--- src/rtl/mux_arbiter.sv ---
// rtl/mux_arbiter.sv - two-requester round-robin arbiter owning the shared 2:1 mux select (optional ARB_LOCK_EN adds Lock)
module mux_arbiter #(
    parameter int QUANTUM = 8,
    parameter int CNT_W   = 4
) (
    input  logic             Clock,
    input  logic             Reset_n,
    input  logic             ReqA,
    input  logic             ReqB,
`ifdef ARB_LOCK_EN
    input  logic             Lock,
`endif
    output logic             GntA,
    output logic             GntB,
    output logic             SEL,
    output logic             Busy,
    output logic [CNT_W-1:0] HoldCnt
);

    typedef enum logic [1:0] {
        IDLE  = 2'd0,
        OWN_A = 2'd1,
        OWN_B = 2'd2
    } state_t;

    localparam logic [CNT_W-1:0] CNT_MAX = CNT_W'(QUANTUM - 1);

    state_t           state;
    state_t           state_nxt;
    logic             last_a;
    logic             last_a_nxt;
    logic             sel_nxt;
    logic [CNT_W-1:0] cnt_nxt;
    logic [CNT_W-1:0] cnt_inc;
    logic             lock_on;
    logic             expired;

`ifdef ARB_LOCK_EN
    assign lock_on = Lock;
`else
    assign lock_on = 1'b0;
`endif

    // Owner's quantum is used up unless it is locked; the counter sits at CNT_MAX once saturated
    assign expired = (HoldCnt == CNT_MAX) && !lock_on;
    assign cnt_inc = (HoldCnt == CNT_MAX) ? HoldCnt : HoldCnt + 1'b1;

    // Next-state decision plus the registered values that follow from it
    always_comb begin
        state_nxt  = state;
        last_a_nxt = last_a;
        sel_nxt    = SEL;
        cnt_nxt    = '0;
        case (state)
            IDLE: begin
                if (ReqA && (!ReqB || !last_a)) begin
                    state_nxt = OWN_A;
                end else if (ReqB) begin
                    state_nxt = OWN_B;
                end
            end
            OWN_A: begin
                if (!ReqA) begin
                    state_nxt = ReqB ? OWN_B : IDLE;
                end else if (ReqB && expired) begin
                    state_nxt = OWN_B;
                end
            end
            OWN_B: begin
                if (!ReqB) begin
                    state_nxt = ReqA ? OWN_A : IDLE;
                end else if (ReqA && expired) begin
                    state_nxt = OWN_A;
                end
            end
            default: state_nxt = IDLE;
        endcase

        // A fresh owner starts counting from zero; a continuing owner counts up and saturates
        if (state_nxt == OWN_A) begin
            sel_nxt    = 1'b1;
            last_a_nxt = 1'b1;
            cnt_nxt    = (state == OWN_A) ? cnt_inc : '0;
        end else if (state_nxt == OWN_B) begin
            sel_nxt    = 1'b0;
            last_a_nxt = 1'b0;
            cnt_nxt    = (state == OWN_B) ? cnt_inc : '0;
        end
    end

    // State and every output are flops so no request path reaches the mux combinationally
    always_ff @(posedge Clock or negedge Reset_n) begin
        if (!Reset_n) begin
            state   <= IDLE;
            last_a  <= 1'b0;
            GntA    <= 1'b0;
            GntB    <= 1'b0;
            SEL     <= 1'b0;
            Busy    <= 1'b0;
            HoldCnt <= '0;
        end else begin
            state   <= state_nxt;
            last_a  <= last_a_nxt;
            GntA    <= (state_nxt == OWN_A);
            GntB    <= (state_nxt == OWN_B);
            SEL     <= sel_nxt;
            Busy    <= (state_nxt != IDLE);
            HoldCnt <= cnt_nxt;
        end
    end

endmodule

--- config.mk ---
export PLATFORM = sky130hd
export DESIGN_NAME = mux_arbiter
export DESIGN_NICKNAME = d
export VERILOG_FILES = /design/src/rtl/mux_arbiter.sv
export SDC_FILE = /design/constraint.sdc
export NUM_CORES = 1
export LEC_CHECK = 0
export CAP_MARGIN = 25
export CORE_MARGIN = 2
export CORE_UTILIZATION = 36
export CTS_BUF_LIST = sky130_fd_sc_hd__clkbuf_8
export DETAILED_ROUTE_END_ITERATION = 8
export GPL_TIMING_DRIVEN = 0
export HOLD_SLACK_MARGIN = 0.03
export PLACE_DENSITY = 0.68
export SETUP_SLACK_MARGIN = 0.3
export SLEW_MARGIN = 20
export SYNTH_ARGS = -nofsm -noshare
export SYNTH_HDL_FRONTEND = slang
export SYNTH_SLANG_ARGS = --single-unit
--- constraint.sdc ---
create_clock -name Clock -period 2.74 [get_ports Clock]
set_input_delay 0.685 -clock Clock [delete_from_list [all_inputs] [get_ports Clock]]
set_output_delay 0.685 -clock Clock [all_outputs]
set_load 0.01 [all_outputs]
==> qor.yml, run 1 <==
status: "finished, final reports clean"
routabilityCongestion: 0.7243
r2r-end: "HoldCnt[2]$_DFF_PN0_"
period_minus_slack_ns: 2.243
ys_async_sr_fraction_pct: 100.0
dieArea_mm2: 0.001735
ir_drop_mv: 0.3521
yosys_most_used_dff: "dfrtp_1"
grt_setup_unrepaired: "false"
fin_crit_sh_pct: 81.88
synth_warnings: 0
min_path_type: "register to register"
drc: 0
synth_nets: 52
layout-area-overhead-vs-synth_pct: 35.29
path_buf_inv: 2
grt_pass1_wl_um: 1511
p_sw_share_pct: 26.73
synthCells: 44
yosysTopAreaCellShare_pct: 49.02
design_area_um2: 690.7
synth_cell_types: 22
worst_pin_slew_ns: 0.4328
cts_root_buffer: "clkbuf_8"
crit_required_ns: 2.90
crit_type: "input pin to register"
slew_violations: 0
nets: 68
critical_path.max_stage_delay_ns: 0.49
vias: 375
post_cts_buffers: 0
relSlewSlack_pct: 71.06
drt_iter0_drc: 7
grt_use_total_pct: 12.20
dieHeight_um: 41.66
overflow: 0
std_cell_rows: 13
synth_edf_count: 0
grt_max_degree: 11
synth.most_common_cell: "dfrtp_1"
n_antenna_cell: 0
clock-sinks: 10
p_leak_uw: 0.0003574
clk_path_buf_depth: 2
ys_seq_area_share_pct: 49.02
rr_worst_depth: 8
wl_per_cell_um: 11.73
cts_tree: "yes"
hold_start: "HoldCnt[1]$_DFF_PN0_"
p_seq_share_pct: 42.3
cp_top_family: "buffers and inverters"
ant_nets: 0
pin_count: 12
placed_cell_area_um2: 639.4
hold_viol: 0
regToRegSetupSlack_ns: 0.54
wl_met1_um: 396
htree_levels: 1
dr.max_layer_used: "met4"
fmax_mhz: 445.7
p_switching_uw: 120.3
start_util_pct: 38.75
dp_hpwl_um: 667.1
cts_resized: 0
fin_skew_ns: 0.001912
synth.avg_cell_area_um2: 11.60
ys_ff_latch: 10
cp_max_fo: 4
pwr-share-comb_pct: 25.3
crit_chain: "clkdlybuf4s50_1, inv_1, o311a_1, ha_1, nor4bb_1, a31oi_1, nor2_1"
power_density_mw_per_mm2: 651.6
r2r-start: "HoldCnt[0]$_DFF_PN0_"
vias_per_cell: 5.137
synth.largest_area_cell: "dfrtp_1"
ys_top_cells_by_count: "dfrtp_1 (10), nor2_1 (5), ha_1 (4), inv_1 (3)"
crit_path_end_kind: "register"
intPower_uw: 329.8
dr_wl_met2_um: 408
dr_wl_met3_um: 47
setup_tns_ns: 0
netlist_area_um2: 510.5
hold_end: "HoldCnt[1]$_DFF_PN0_"
path_clk_slew_ns: 0.04
antenna_found_initial: 0
grt_pass1_vias: 355
cp_slowest_cell: "clkdlybuf4s50_1"
numCtsBuffers: 3
synthTopCellsByArea: "dfrtp_1 (49%), ha_1 (9.8%), mux2i_1 (3.9%)"
core_mm2: 0.001318
drv_cap: 0
p_clk_share_pct: 32.4
hold_depth: 2
arrival_ns: 2.40
portBuffers: 11
cts_hold_buffers: 0
dr.pass1.iters: 4
die_x_um: 41.66
final_layout_size_suffix_gt1_share_pct: 13.79
setup_viol: 0
wirelength_um: 856
worstSkewPairLatency_ns: 0.23
critPathLaunchType: "input pin"
[through the flow]
step	cells	setup WS, ns	hold slack, ns	power [uW]	util [%]
after detailed placement	70	0.1938	0.5744	304.9	48.53
after floorplan	44	0.6992	0.3894	252.2	-
final	73	0.4965	0.5809	450.1	52.42
after global routing	73	0.3364	0.6264	482.0	52.42
after CTS	73	0.4353	0.5843	456.7	51.66
after global placement	70	0.2647	0.5610	302.9	48.53
[power by group through the flow]
stage | combinational, uW | clock (uW) | sequential (uW)
2_1_floorplan | 56.2 | 0 | 196
3_3_place_gp | 111 | 0 | 192
3_5_place_dp | 113 | 0 | 192
4_1_cts | 114 | 153 | 190
5_1_grt | 127 | 161 | 194
6_report | 114 | 146 | 190
[layout by cell type (no fill, tap or decap)]
cell / synthesis / final
a211oi_2: 1 / 1
a21o_1: 2 / 2
a21oi_1: 1 / 1
a31oi_1: 1 / 1
and3_4: 1 / 1
clkbuf_8: 0 / 3
clkdlybuf4s50_1: 0 / 10
dfrtp_1: 10 / 10
dlymetal6s2s_1: 0 / 1
ha_1: 4 / 4
inv_1: 3 / 3
mux2_2: 1 / 1
mux2i_1: 2 / 2
nand2_1: 2 / 2
nand2b_1: 1 / 1
nand3_1: 2 / 2
nand3b_4: 1 / 1
nor2_1: 5 / 5
nor3_1: 1 / 1
nor4bb_1: 1 / 1
o211ai_1: 1 / 1
o21ai_0: 1 / 1
o311a_1: 1 / 1
o311ai_2: 0 / 1
xnor2_1: 1 / 1
[worst max-delay path by stage]
stage,from,to,slack (ns),cells past startpoint
floorplan,HoldCnt[0]$_DFF_PN0_,HoldCnt[0]$_DFF_PN0_,0.70,8
global placement,ReqB,HoldCnt[2]$_DFF_PN0_,0.26,7
detailed placement,ReqB,HoldCnt[2]$_DFF_PN0_,0.19,7
CTS,ReqB,HoldCnt[2]$_DFF_PN0_,0.44,7
global route,HoldCnt[0]$_DFF_PN0_,HoldCnt[2]$_DFF_PN0_,0.34,8
finish,ReqB,HoldCnt[2]$_DFF_PN0_,0.50,7
[area by class of cell]
type / count / area, um^2
Inverter: 3 / 11.26
Sequential cell: 10 / 250.2
Tap cell: 15 / 18.77
Fill cell: 122 / 626.9
Multi-Input combinational cell: 31 / 256.5
Timing Repair Buffer: 11 / 112.6
Clock buffer: 3 / 41.29
[cell families after synthesis]
family / synth area share, %
multiplexers: 6.127
flip-flops: 49.02
AO/OA/AOI/OAI: 13.72
adder cells (fa/ha/maj): 9.804
buffers and inverters: 2.206
AND/OR/NAND/NOR: 17.40
XOR/XNOR: 1.716
[worst register-to-register path, delay by kind of cell (launching register included)]
| family | cells | cell delay, ns |
|---|---|---|
| AOI/OAI and AO/OA | 2 | 0.43 |
| adders and majority gates | 2 | 0.52 |
| DFF | 1 | 0.40 |
| and+or+nand+nor | 4 | 0.79 |
[metal layers]
metal / up-vias / GRT usage [%]
li1: 189 / -
met1: 172 / 14.60
met2: 12 / 17.81
met3: 2 / 3.913
met4: 0 / 9.677
met5: - / 0
[state kept, by name (all words and copies together) (netlist names)]
register	cells
HoldCnt	4
state	2
Busy	1
GntA	1
GntB	1
SEL	1
Power figures use the tool's default switching activity.
==> run 2: changes to the inputs <==
--- a/config.mk
+++ b/config.mk
@@ -12,7 +12,7 @@
 export DETAILED_ROUTE_END_ITERATION = 8
 export GPL_TIMING_DRIVEN = 0
 export HOLD_SLACK_MARGIN = 0.03
-export PLACE_DENSITY = 0.68
+export PLACE_DENSITY = 0.7
 export SETUP_SLACK_MARGIN = 0.3
 export SLEW_MARGIN = 20
 export SYNTH_ARGS = -nofsm -noshare
==> constraint.sdc (replaced) <==
create_clock -name Clock -period 1.9 [get_ports Clock]
set_input_delay 0.475 -clock Clock [delete_from_list [all_inputs] [get_ports Clock]]
set_output_delay 0.475 -clock Clock [all_outputs]
set_load 0.01 [all_outputs]
==> qor.yml, run 2 (synthesis results as in run 1) <==
status: "complete, but fails checks"  # was finished, final reports clean
violations: "negative setup slack"
numCtsBuffers: 3  # unchanged
drv_cap: 0  # unchanged
portBuffers: 11  # unchanged
vias_per_cell: 5.333  # was 5.137
routabilityCongestion: 0.6928  # was 0.7243
vias: 464  # was 375
crit_type: "register to register"  # was input pin to register
r2r-start: "HoldCnt[1]$_DFF_PN0_"  # was HoldCnt[0]$_DFF_PN0_
dr.pass1.iters: 4  # unchanged
worstSkewPairLatency_ns: 0.23  # about the same
fin_skew_ns: 0.0005846  # was 0.001912 ns
dieHeight_um: 41.66  # unchanged
p_leak_uw: 0.0004417  # was 0.0003574 uW
layout-area-overhead-vs-synth_pct: 68.63  # was 35.29%
drc: 0  # unchanged
grt_setup_unrepaired: "true"  # was false
wirelength_um: 1175  # was 856 um
fin_cells: 87  # was 73
period_minus_slack_ns: 1.940
power_density_mw_per_mm2: 888.2  # was 651.6 mW/mm^2
intPower_uw: 553.1  # was 329.8 uW
pin_count: 12  # unchanged
max_flop_register: "HoldCnt"  # unchanged
cp_max_fo: 5  # was 4
timing.final.ws_setup_ns: -0.04013  # was 0.4965 ns
p_clk_share_pct: 34.6  # was 32.4%
pwr-share-comb_pct: 29.7  # was 25.3%
start_util_pct: 38.75  # unchanged
ir_drop_mv: 0.7446  # was 0.3521 mV
design_area_um2: 860.8  # was 690.7 um^2
grt_pass1_wl_um: 1752  # was 1511 um
cts_tree: "yes"  # unchanged
top_regs: "HoldCnt x4, state x2"  # unchanged
setup_viol: 4  # was 0
regToRegSetupSlack_ns: -0.04  # was 0.54 ns
final_layout_size_suffix_gt1_share_pct: 44.44  # was 13.79%
p_seq_share_pct: 35.7  # was 42.3%
fmax_mhz: 515.4
ant_nets: 0  # unchanged
p_switching_uw: 211.4  # was 120.3 uW
min_path_type: "input pin to async pin"  # was register to register
relSlewSlack_pct: 70.77  # was 71.06%
grt_pass1_vias: 405  # was 355
critPathLaunchType: "register"  # was input pin
cts_root_buffer: "clkbuf_8"  # unchanged
critical_path.max_stage_delay_ns: 0.38  # was 0.49 ns
fin_util_pct: 65.34  # was 52.42%
wl_per_cell_um: 13.51  # was 11.73 um
antenna_found_initial: 0  # unchanged
std_cell_rows: 13  # unchanged
path_clk_slew_ns: 0.05  # was 0.04 ns
clock-sinks: 10  # unchanged
p_sw_share_pct: 27.65  # was 26.73%
cts_hold_buffers: 0  # unchanged
n_antenna_cell: 0  # unchanged
r2r-end: "HoldCnt[3]$_DFF_PN0_"  # was HoldCnt[2]$_DFF_PN0_
cp_top_family: "compound AO/OA/AOI/OAI gates"  # was buffers and inverters
worst_pin_slew_ns: 0.4371  # was 0.4328 ns
grt_use_total_pct: 13.18  # was 12.20%
rr_worst_depth: 9  # was 8
placed_cell_area_um2: 664.4  # was 639.4 um^2
dp.cells: 70  # unchanged
core_mm2: 0.001318  # unchanged
clk_path_buf_depth: 2  # unchanged
layout_common_cells: "buf_4 (13), dfrtp_1 (7), dlygate4sd2_1 (7)"  # was dfrtp_1 (10), clkdlybuf4s50_1 (10), nor2_1 (5), ha_1 (4)
htree_levels: 1  # unchanged
path_buf_inv: 2  # unchanged
largest_reg_flops: 4  # unchanged
mostFrequentLayoutCell: "buf_4"
arrival_ns: 2.06  # was 2.40 ns
crit_path_end_kind: "register"  # unchanged
nFillCells: 107  # was 122
overflow: 0  # unchanged
fin_crit_sh_pct: 102.1
grt_max_degree: 11  # unchanged
die_x_um: 41.66  # unchanged
drt_iter0_drc: 1  # was 7
slew_violations: 0  # unchanged
dieArea_mm2: 0.001735  # unchanged
nets: 81  # was 68
cp_slowest_cell: "dfrtp_2"  # was clkdlybuf4s50_1
hold_viol: 0  # unchanged
crit_required_ns: 2.02  # was 2.90 ns
post-place-ws_ns: -0.3584  # was 0.1938 ns
crit_chain: "ha_4, nand3b_4, and3_4, o311a_4, ha_4, buf_4, a31oi_1, buf_4, nor2_1"  # was clkdlybuf4s50_1, inv_1, o311a_1, ha_1, nor4bb_1, a31oi_1, nor2_1
## run 2: changes by cell type in the layout (fill, tap and decap cells not counted), sizes merged
cell,before,now
buf,0,13
clkbuf,3,4
dlygate4sd2,0,7
dlymetal6s2s,1,0
clkdlybuf4s50,10,4
## run 2: metrics by stage
step	power (uW)	hold slack (ns)	setup TNS, ns
global placement	444.3	0.5934	-1.465
global route	797.6	0.6031	-0.4761
detailed placement	448.8	0.5907	-1.615
finish	764.6	0.5527	-0.1472
CTS	735.3	0.5685	-0.1766
floorplan	370.5	0.1794	0
## run 2: worst max-delay path by stage
stage / from / endpoint / cells after the start
4_1_cts: HoldCnt[0]$_DFF_PN0_ / HoldCnt[1]$_DFF_PN0_ / 9
3_3_place_gp: ReqA / HoldCnt[2]$_DFF_PN0_ / 8
3_5_place_dp: ReqA / HoldCnt[1]$_DFF_PN0_ / 8
6_report: HoldCnt[1]$_DFF_PN0_ / HoldCnt[3]$_DFF_PN0_ / 9
2_1_floorplan: HoldCnt[0]$_DFF_PN0_ / HoldCnt[0]$_DFF_PN0_ / 8
5_1_grt: HoldCnt[0]$_DFF_PN0_ / HoldCnt[3]$_DFF_PN0_ / 9
## run 2: final cells by class
type / count / area, um^2 / area share (%)
Multi-Input combinational cell: 31 / 322.8 / 37.50
Sequential cell: 10 / 254.0 / 29.51
Timing Repair Buffer: 24 / 198.9 / 23.11
Clock buffer: 4 / 55.05 / 6.395
Tap cell: 15 / 18.77 / 2.180
Inverter: 3 / 11.26 / 1.308
## run 2: repair_timing
item / CTS / global route
endpoints found under the setup margin: 10 / 6
gates resized for setup: 12 / 4
buffers inserted: 9 / 4
hold endpoints to repair: 0 / 0
pin swaps: 6 / 5
## run 2: per-layer routing
layer | part of all wire [%] | up-vias | track usage [%] | wire length, um
li1 | - | 219 | - | -
met1 | 37 | 226 | 14.52 | 440
met2 | 56 | 17 | 24.69 | 659
met3 | 6.0 | 2 | 1.739 | 70
met4 | 0.34 | 0 | 5.806 | 4
met5 | 0 | - | 0 | 0
## run 2: worst reg2reg max path, cell delays in order (launching register included)
cell and delay (ns):
dfrtp_2 0.38, ha_4 0.15, nand3b_4 0.11, and3_4 0.19, o311a_4 0.32, ha_4 0.18
buf_4 0.14, a31oi_1 0.16, buf_4 0.15, nor2_1 0.04
## run 2: power groups by stage
stage                     Combinational (uW)  Clock [uW]  Sequential (uW)
after floorplan                         85.9           0              285
after global placement                   165           0              279
after detailed placement                 170           0              279
after CTS                                191         270              274
after global routing                     243         277              277
final                                    227         265              273
